### src/rtl/note_channel.sv
// Single pulse-wave tone voice driven by the top sequencer state bus.
// Optional duty-cycle select port enabled by NOTE_CHANNEL_DUTY_EN.
module note_channel #(
  parameter int PERIOD_W = 16,
  parameter int VOL_W    = 4,
  parameter int GATE_W   = 24,
  parameter int ENV_W    = 16
) (
  input  logic                clk,
  input  logic                reset,
  input  logic [1:0]          state,
  input  logic [PERIOD_W-1:0] note_period,
  input  logic [VOL_W-1:0]    note_volume,
  input  logic [GATE_W-1:0]   note_gate,
  input  logic [ENV_W-1:0]    env_decay,
`ifdef NOTE_CHANNEL_DUTY_EN
  input  logic [1:0]          note_duty,
`endif
  output logic [VOL_W-1:0]    sample,
  output logic                active,
  output logic                done
);

  localparam logic [1:0] ST_LOAD  = 2'b01;
  localparam logic [1:0] ST_START = 2'b10;
  localparam logic [1:0] ST_PLAY  = 2'b11;

  typedef enum logic {SILENT, PLAYING} ch_state_t;

  ch_state_t r_fsm;
  ch_state_t w_fsm_nxt;

  logic [PERIOD_W-1:0] r_period;
  logic [VOL_W-1:0]    r_volume;
  logic [GATE_W-1:0]   r_gate;
  logic [ENV_W-1:0]    r_decay;
  logic [PERIOD_W-1:0] r_phase;
  logic [GATE_W-1:0]   r_gate_cnt;
  logic [ENV_W-1:0]    r_env_cnt;
  logic [VOL_W-1:0]    r_cur_vol;
  logic [VOL_W-1:0]    r_sample;
  logic                r_done;

  logic                w_clear;
  logic                w_rest;
  logic                w_gate_exp;
  logic                w_env_step;
  logic                w_env_exp;
  logic                w_expire;
  logic                w_level;
  logic [VOL_W-1:0]    w_vol_dec;
  logic [PERIOD_W-1:0] w_thresh;

`ifdef NOTE_CHANNEL_DUTY_EN
  logic [1:0] r_duty;

  always_comb begin
    w_thresh = r_period >> 1;
    unique case (r_duty)
      2'b00: w_thresh = r_period >> 3;
      2'b01: w_thresh = r_period >> 2;
      2'b10: w_thresh = r_period >> 1;
      2'b11: w_thresh = r_period - (r_period >> 2);
    endcase
  end
`else
  assign w_thresh = r_period >> 1;
`endif

  assign w_clear    = reset || (state == 2'b00);
  assign w_rest     = (r_period < 2) || (r_volume == '0) ||
                      (r_gate == '0);
  assign w_level    = (r_phase < w_thresh);
  assign w_gate_exp = (r_gate_cnt == GATE_W'(1));
  assign w_env_step = (r_decay != '0) && (r_env_cnt == ENV_W'(1));
  assign w_vol_dec  = (r_cur_vol == '0) ? '0 : r_cur_vol - VOL_W'(1);
  assign w_env_exp  = w_env_step && (w_vol_dec == '0);
  assign w_expire   = w_gate_exp || w_env_exp;

  always_comb begin
    w_fsm_nxt = r_fsm;
    if (state == ST_START)
      w_fsm_nxt = w_rest ? SILENT : PLAYING;
    else if (state == ST_PLAY && r_fsm == PLAYING && w_expire)
      w_fsm_nxt = SILENT;
  end

  always_ff @(posedge clk) begin
    if (w_clear) r_fsm <= SILENT;
    else         r_fsm <= w_fsm_nxt;
  end

  always_ff @(posedge clk) begin
    if (w_clear) begin
      r_period   <= '0;
      r_volume   <= '0;
      r_gate     <= '0;
      r_decay    <= '0;
      r_phase    <= '0;
      r_gate_cnt <= '0;
      r_env_cnt  <= '0;
      r_cur_vol  <= '0;
      r_sample   <= '0;
      r_done     <= 1'b0;
`ifdef NOTE_CHANNEL_DUTY_EN
      r_duty     <= '0;
`endif
    end else begin
      r_done <= 1'b0;
      unique case (state)
        ST_LOAD: begin
          r_period <= note_period;
          r_volume <= note_volume;
          r_gate   <= note_gate;
          r_decay  <= env_decay;
`ifdef NOTE_CHANNEL_DUTY_EN
          r_duty   <= note_duty;
`endif
        end
        ST_START: begin
          r_phase    <= '0;
          r_gate_cnt <= r_gate;
          r_env_cnt  <= r_decay;
          r_cur_vol  <= r_volume;
          r_sample   <= '0;
        end
        ST_PLAY: begin
          if (r_fsm == PLAYING) begin
            r_phase <= (r_phase == r_period - PERIOD_W'(1)) ?
                       '0 : r_phase + PERIOD_W'(1);
            r_gate_cnt <= r_gate_cnt - GATE_W'(1);
            if (r_decay != '0) begin
              if (w_env_step) begin
                r_env_cnt <= r_decay;
                r_cur_vol <= w_vol_dec;
              end else begin
                r_env_cnt <= r_env_cnt - ENV_W'(1);
              end
            end
            // the expiring edge silences output and raises done together
            if (w_expire) begin
              r_sample <= '0;
              r_done   <= 1'b1;
            end else begin
              r_sample <= w_level ? r_cur_vol : '0;
            end
          end else begin
            r_sample <= '0;
          end
        end
        default: ;
      endcase
    end
  end

  assign sample = r_sample;
  assign active = (r_fsm == PLAYING);
  assign done   = r_done;

endmodule

### config.mk
export PLATFORM = sky130hd
export DESIGN_NAME = note_channel
export DESIGN_NICKNAME = d
export VERILOG_FILES = /design/src/rtl/note_channel.sv
export SDC_FILE = /design/constraint.sdc
export NUM_CORES = 1
export LEC_CHECK = 0
export ABC_AREA = 1
export CAP_MARGIN = 20
export CORE_ASPECT_RATIO = 1.2
export CORE_MARGIN = 8
export CORE_UTILIZATION = 57
export DETAILED_ROUTE_END_ITERATION = 12
export PLACE_DENSITY_LB_ADDON = 0.3
export SLEW_MARGIN = 25
export SYNTH_ARGS = -nofsm -noshare
export SYNTH_HDL_FRONTEND = slang
export SYNTH_SLANG_ARGS = --single-unit
### constraint.sdc
create_clock -name clk -period 3.5 [get_ports clk]
set_clock_uncertainty 0.15 [all_clocks]
set_input_delay 1.05 -clock clk [delete_from_list [all_inputs] [get_ports clk]]
set_output_delay 1.05 -clock clk [all_outputs]
set_load 0.05 [all_outputs]
Word level (Yosys, flattened, before mapping)
Cells that the tools add are included.

storage, ports and cells
  flip-flop bits (word level) = 126
  bits in latches = 0
  bits in writable memories = 0
  bits in read-only memories = 0
  input port bits = 64
  output and inout port bits = 6
  memories kept = 0

operators by class
  add/subtract/negate cells = 5
  multipliers = 0
  divide/modulo/power cells = 0
  $lt $le $gt $ge = 2
  equality and inequality tests = 9
  shift-type cells = 0
  multiplexer cells = 22
  bitwise gates (word level) = 2
  reductions and logical operators = 20

operators by type and width
  operator               number
  $mux 16                5
  $pmux 16 s2            2
  $pmux 24 s2            1
  $sub 16x1->16 const B  2
  $mux 4                 7
  $eq 24x1->1 const B    1
  $logic_not 24->1       1
  $mux 24                1
  $sub 24x1->24 const B  1
  $add 16x1->16 const B  1
  $eq 16x1->1 const B    1
  $eq 16x16->1           1
  $lt 16x15->1           1
  $lt 16x2->1 const B    1
  $pmux 4 s2             2
  $reduce_bool 16->1     1
  $logic_not 4->1        3
  $ne 2x2->1 const B     3
  $eq 2x2->1 const B     2
  $logic_and 1x1->1      4
  $logic_or 1x1->1       4
  $mux 1                 4
  $reduce_and 4->1       1
  $reduce_bool 2->1      2
  7 further kinds        8

Longest topological paths before layout
  word-level depth = 8
  gate-level depth with buffers = 14

Worst setup path after synthesis
Ideal clock, no wire load.

  kind = input port to flip-flop
  start point = input port state[1]
  end point = register r_env_cnt[2]
  arrival time = 2.153 ns
  required time = 3.233 ns
  setup slack = 1.080 ns
  stages on the path = 13
  path buffers = 2
  cell sequence = buf_4 nand2_2 inv_2 nand2_1 inv_2 nor2_4 inv_2 nand2_4 inv_2 buf_4 o21ai_0 a21oi_1 nor2_1

on the way
  longest elaborated chain between the ends = 3

RTL lines
  item                                                              RTL line  source
  start: declaration                                                11        input logic [1:0] state,
  $eq 2x2->1                                                        110       unique case (state)
  $ne 2x2->1 (no source line) or $reduce_bool 2->1 (tied branches)  --
  $reduce_and 3->1 (no source line)                                 --
  end signal: assignment                                            123       r_env_cnt <= r_decay;
  end signal: assignment                                            134       r_env_cnt <= r_decay;
  end signal: assignment                                            137       r_env_cnt <= r_env_cnt - ENV_W'(1);
  end: declaration                                                  39        logic [ENV_W-1:0] r_env_cnt;

Parallel ways exist; a longest one is shown, timed or not.
A chain may end at the register's enable or synchronous reset.

Worst setup path in the final report
  start point = register r_fsm (netlist: active)
  end point = output port active

RTL lines
  item                      RTL line  source
  start: declaration        30        ch_state_t r_fsm;
  start signal: assignment  90        else r_fsm <= w_fsm_nxt;
  end: declaration          20        output logic active,

No word-level cell between the ends.

==> impl_results.md <==
- Crit share post-route: 0.848
- Hold_buf cts: 0
- Compound-gate portion of the synthesized area: 0.212
- Pwr Density: around 460 nW/µm²
- Final wirelength: around 20000 µm
- Critical Path End Type: primary output
- Leak: 3.63 nW
- Sequential area share after synthesis: 0.338
- Tmin final: 2970 ps
- Number of global-route vias before repair: a little over 7000
- Commonest non-fill, non-tap cell in the layout: nand2_1
- DR WL met3: 828 µm
- Most used flip-flop cell after synthesis: dfxtp_1
- Delay-heaviest family, CP: buffers and inverters
- Worst Setup Start Kind: register
- Fillcell total: approximately 1200
- Post-Synth XOR/XNOR Area: 0.0350
- First-pass DRT Iterations: 5
- Placed cell area: approximately 8300 µm²
- Initial antenna violation count: 0
- Number of synthesized flops with an enable pin: 0
- Total track usage: 0.239
- Maximum number of pins on one net before global-route repair: between 60 and 70
- Commonest non-fill, non-tap cells in the layout: nand2_1, a21oi_1, dfxtp_1, inv_1, o21ai_0
- Area delta synth->final: 19.0%
- Post-Syn Area: 7470 µm²
- Max cap viols: 0
- Syn. warnings: 0
- Setup Buffers After CTS: 0
- Asr flop ratio synth: 0
- Max_slew headroom: 0.659
- CTS tree: built
- Synth Area in Simple Gates: 0.280
- Final core utilization: 0.684
- Final net count: roughly 1200
- Layout cell share with drive strength beyond 1: 0.0858
- Non-filler cells, final: around 1300
- Slowest cell on crit path: clkdlybuf4s50_1
- M1 WL: about 8400 µm
- Place WS: around 260 ps
- Tightest Hold Check Type: reg2reg
- Largest family of logic cells by synthesized area: simple AND/OR/NAND/NOR gates
- Uppermost routed layer: met4
- Critical path buffers and inverters: 1
- Clock transition at path regs: 60 ps
- CP arrival: 1770 ps
- Status: finished clean
- Cells after DPL: ~1300
- WP data required: about 2300 ps
- Drt drc: 0
- DR WL/cell: around 15 µm
- Hold Vio Cnt, Final: 0
- Maximum clock insertion buffer count: 2
- Max Freq: 337 MHz
- PortBufs: 69
- Post-Synth Adder-Cell Area: 0.0335
- Core Area: roughly 13000 µm²
- CTS H-tree depth: 4
- Max Slew Vio Count: 0
- Multiplexer share of the synthesized area: 0
- CTS sink count: ~130
- Worst-skew pair later-pin latency: around 420 ps
- Final Instance Area: about 8900 µm²
- Worst path cell trace: clkdlybuf4s50_1
- Routed Antenna Nets: 0
- Ant diodes: 0
- Initial DRC count: ~600
- Critical path peak fanout: 6
- Cells after Synth: between 1000 and 1500
- Worst-Margin Slew: around 510 ps
- First-pass GRT wire length: 33400 µm
- DIE AREA: approximately 17000 µm²
- Post-Route Setup TNS: 0 ps
- Initial core utilization: 0.575
- Syn avg cell area: between 6 and 7 µm²
- IO Pins: 70
- FF+latch count, synth: ~130
- Final setup margin: about 530 ps
- Die Wd: ~120 µm
- Grt ovf: 0
- Placer Congestion: 0.910
- Syn_nets: about 1200
- CP peak stage delay: 870 ps
- Worst Path Class, Setup: reg2out
- Inserted Clock Buffers: 17
- Setup-failing EPs final: 0
- Chip height: 141 µm
- RSZ-0062 raised after global routing: false
- Routed wl met2: 9850 µm
- CTS root buffer: clkbuf_16
- Vias per cell: approximately 5.6
- Post-CTS sizing: 0
- Netlist cell types: 52
- Vias: approximately 7600
- Cell Rows: 46
- Worst vdd ir: 0.000404 V
- DP HPWL: roughly 15000 µm
==> synthesized netlist by cell type (2+ instances only) <==
cell type	n	area share
a21oi_1	134	0.090
a21oi_2	2	0.0023
a31oi_1	8	0.0067
and2_1	2	0.0017
and3_1	4	0.0033
buf_2	21	0.014
buf_4	6	0.0060
clkbuf_1	20	0.010
clkinv_1	2	0.0010
dfxtp_1	126	0.34
ha_1	20	0.033
inv_1	125	0.063
inv_2	14	0.0070
nand2_1	197	0.099
nand2_2	6	0.0050
nand2_4	2	0.0030
nand3_1	47	0.031
nand3_2	3	0.0040
nand3b_1	8	0.0080
nand4_1	27	0.023
nor2_1	109	0.055
nor2_2	8	0.0067
nor2_4	6	0.0090
nor3_1	11	0.0074
nor4_1	9	0.0075
o211ai_1	16	0.016
o21ai_0	118	0.079
o21ai_1	4	0.0027
o22ai_1	4	0.0033
o311ai_0	2	0.0023
or2_2	2	0.0017
xnor2_1	9	0.011
xor2_1	19	0.022
==> worst paths after layout <==
path / start / endpoint / slack [ps] / depth (start not counted)
hold / removal: r_env_cnt[1]$_SDFFE_PP0P_ / r_env_cnt[1]$_SDFFE_PP0P_ / 320 / 2
hold reg to reg: r_env_cnt[1]$_SDFFE_PP0P_ / r_env_cnt[1]$_SDFFE_PP0P_ / 320 / 2
setup reg to reg: r_period[0]$_SDFFE_PP0N_ / r_phase[15]$_SDFFE_PP0P_ / 1160 / 13
setup / recovery: active$_SDFFE_PP0P_ / active / 530 / 1
==> cell type report <==
cell class                      count  area, µm²  area share
Timing Repair Buffer               83        821      0.0923
Multi-Input combinational cell    795       4210       0.473
Tap cell                          168        210      0.0236
Clock buffer                       20        467      0.0525
Inverter                          141        529      0.0595
Sequential cell                   126       2520       0.284
Clock inverter                     12        136      0.0153
==> power breakdown <==
group / total (mW) / internal (mW) / switching, mW
clock network: 1.77 / 1.11 / 0.662
logic: 0.776 / 0.294 / 0.483
registers: 1.54 / 1.49 / 0.0499
==> flip-flops by register name, summed over array words and instances, names as in the netlist <==
signal	cells
sample	4
r_gate_cnt	24
r_volume	4
r_phase	16
r_decay	16
r_env_cnt	16
r_cur_vol	4
active	1
r_gate	24
done	1
r_period	16
==> cells by family after synthesis <==
kind of cell,count (synthesis)
compound gates,297
buf+inv,189
fa+ha+maj,20
xor+xnor,29
simple gates,449
flops,126
==> metrics by stage <==
stage               hold slack (ps)  power [mW]
finish                          318        4.09
global route                    341        4.28
CTS                             316        4.10
detailed placement              308        2.34
global placement                306        2.33
floorplan                       286        2.11
==> per-layer routing <==
layer  GRT usage  up-vias
met5           0        -
met2       0.405      216
met3      0.0374       64
li1            -     3803
met1       0.283     3479
met4       0.132        0
Note: power is estimated with default switching activity, not from simulation.
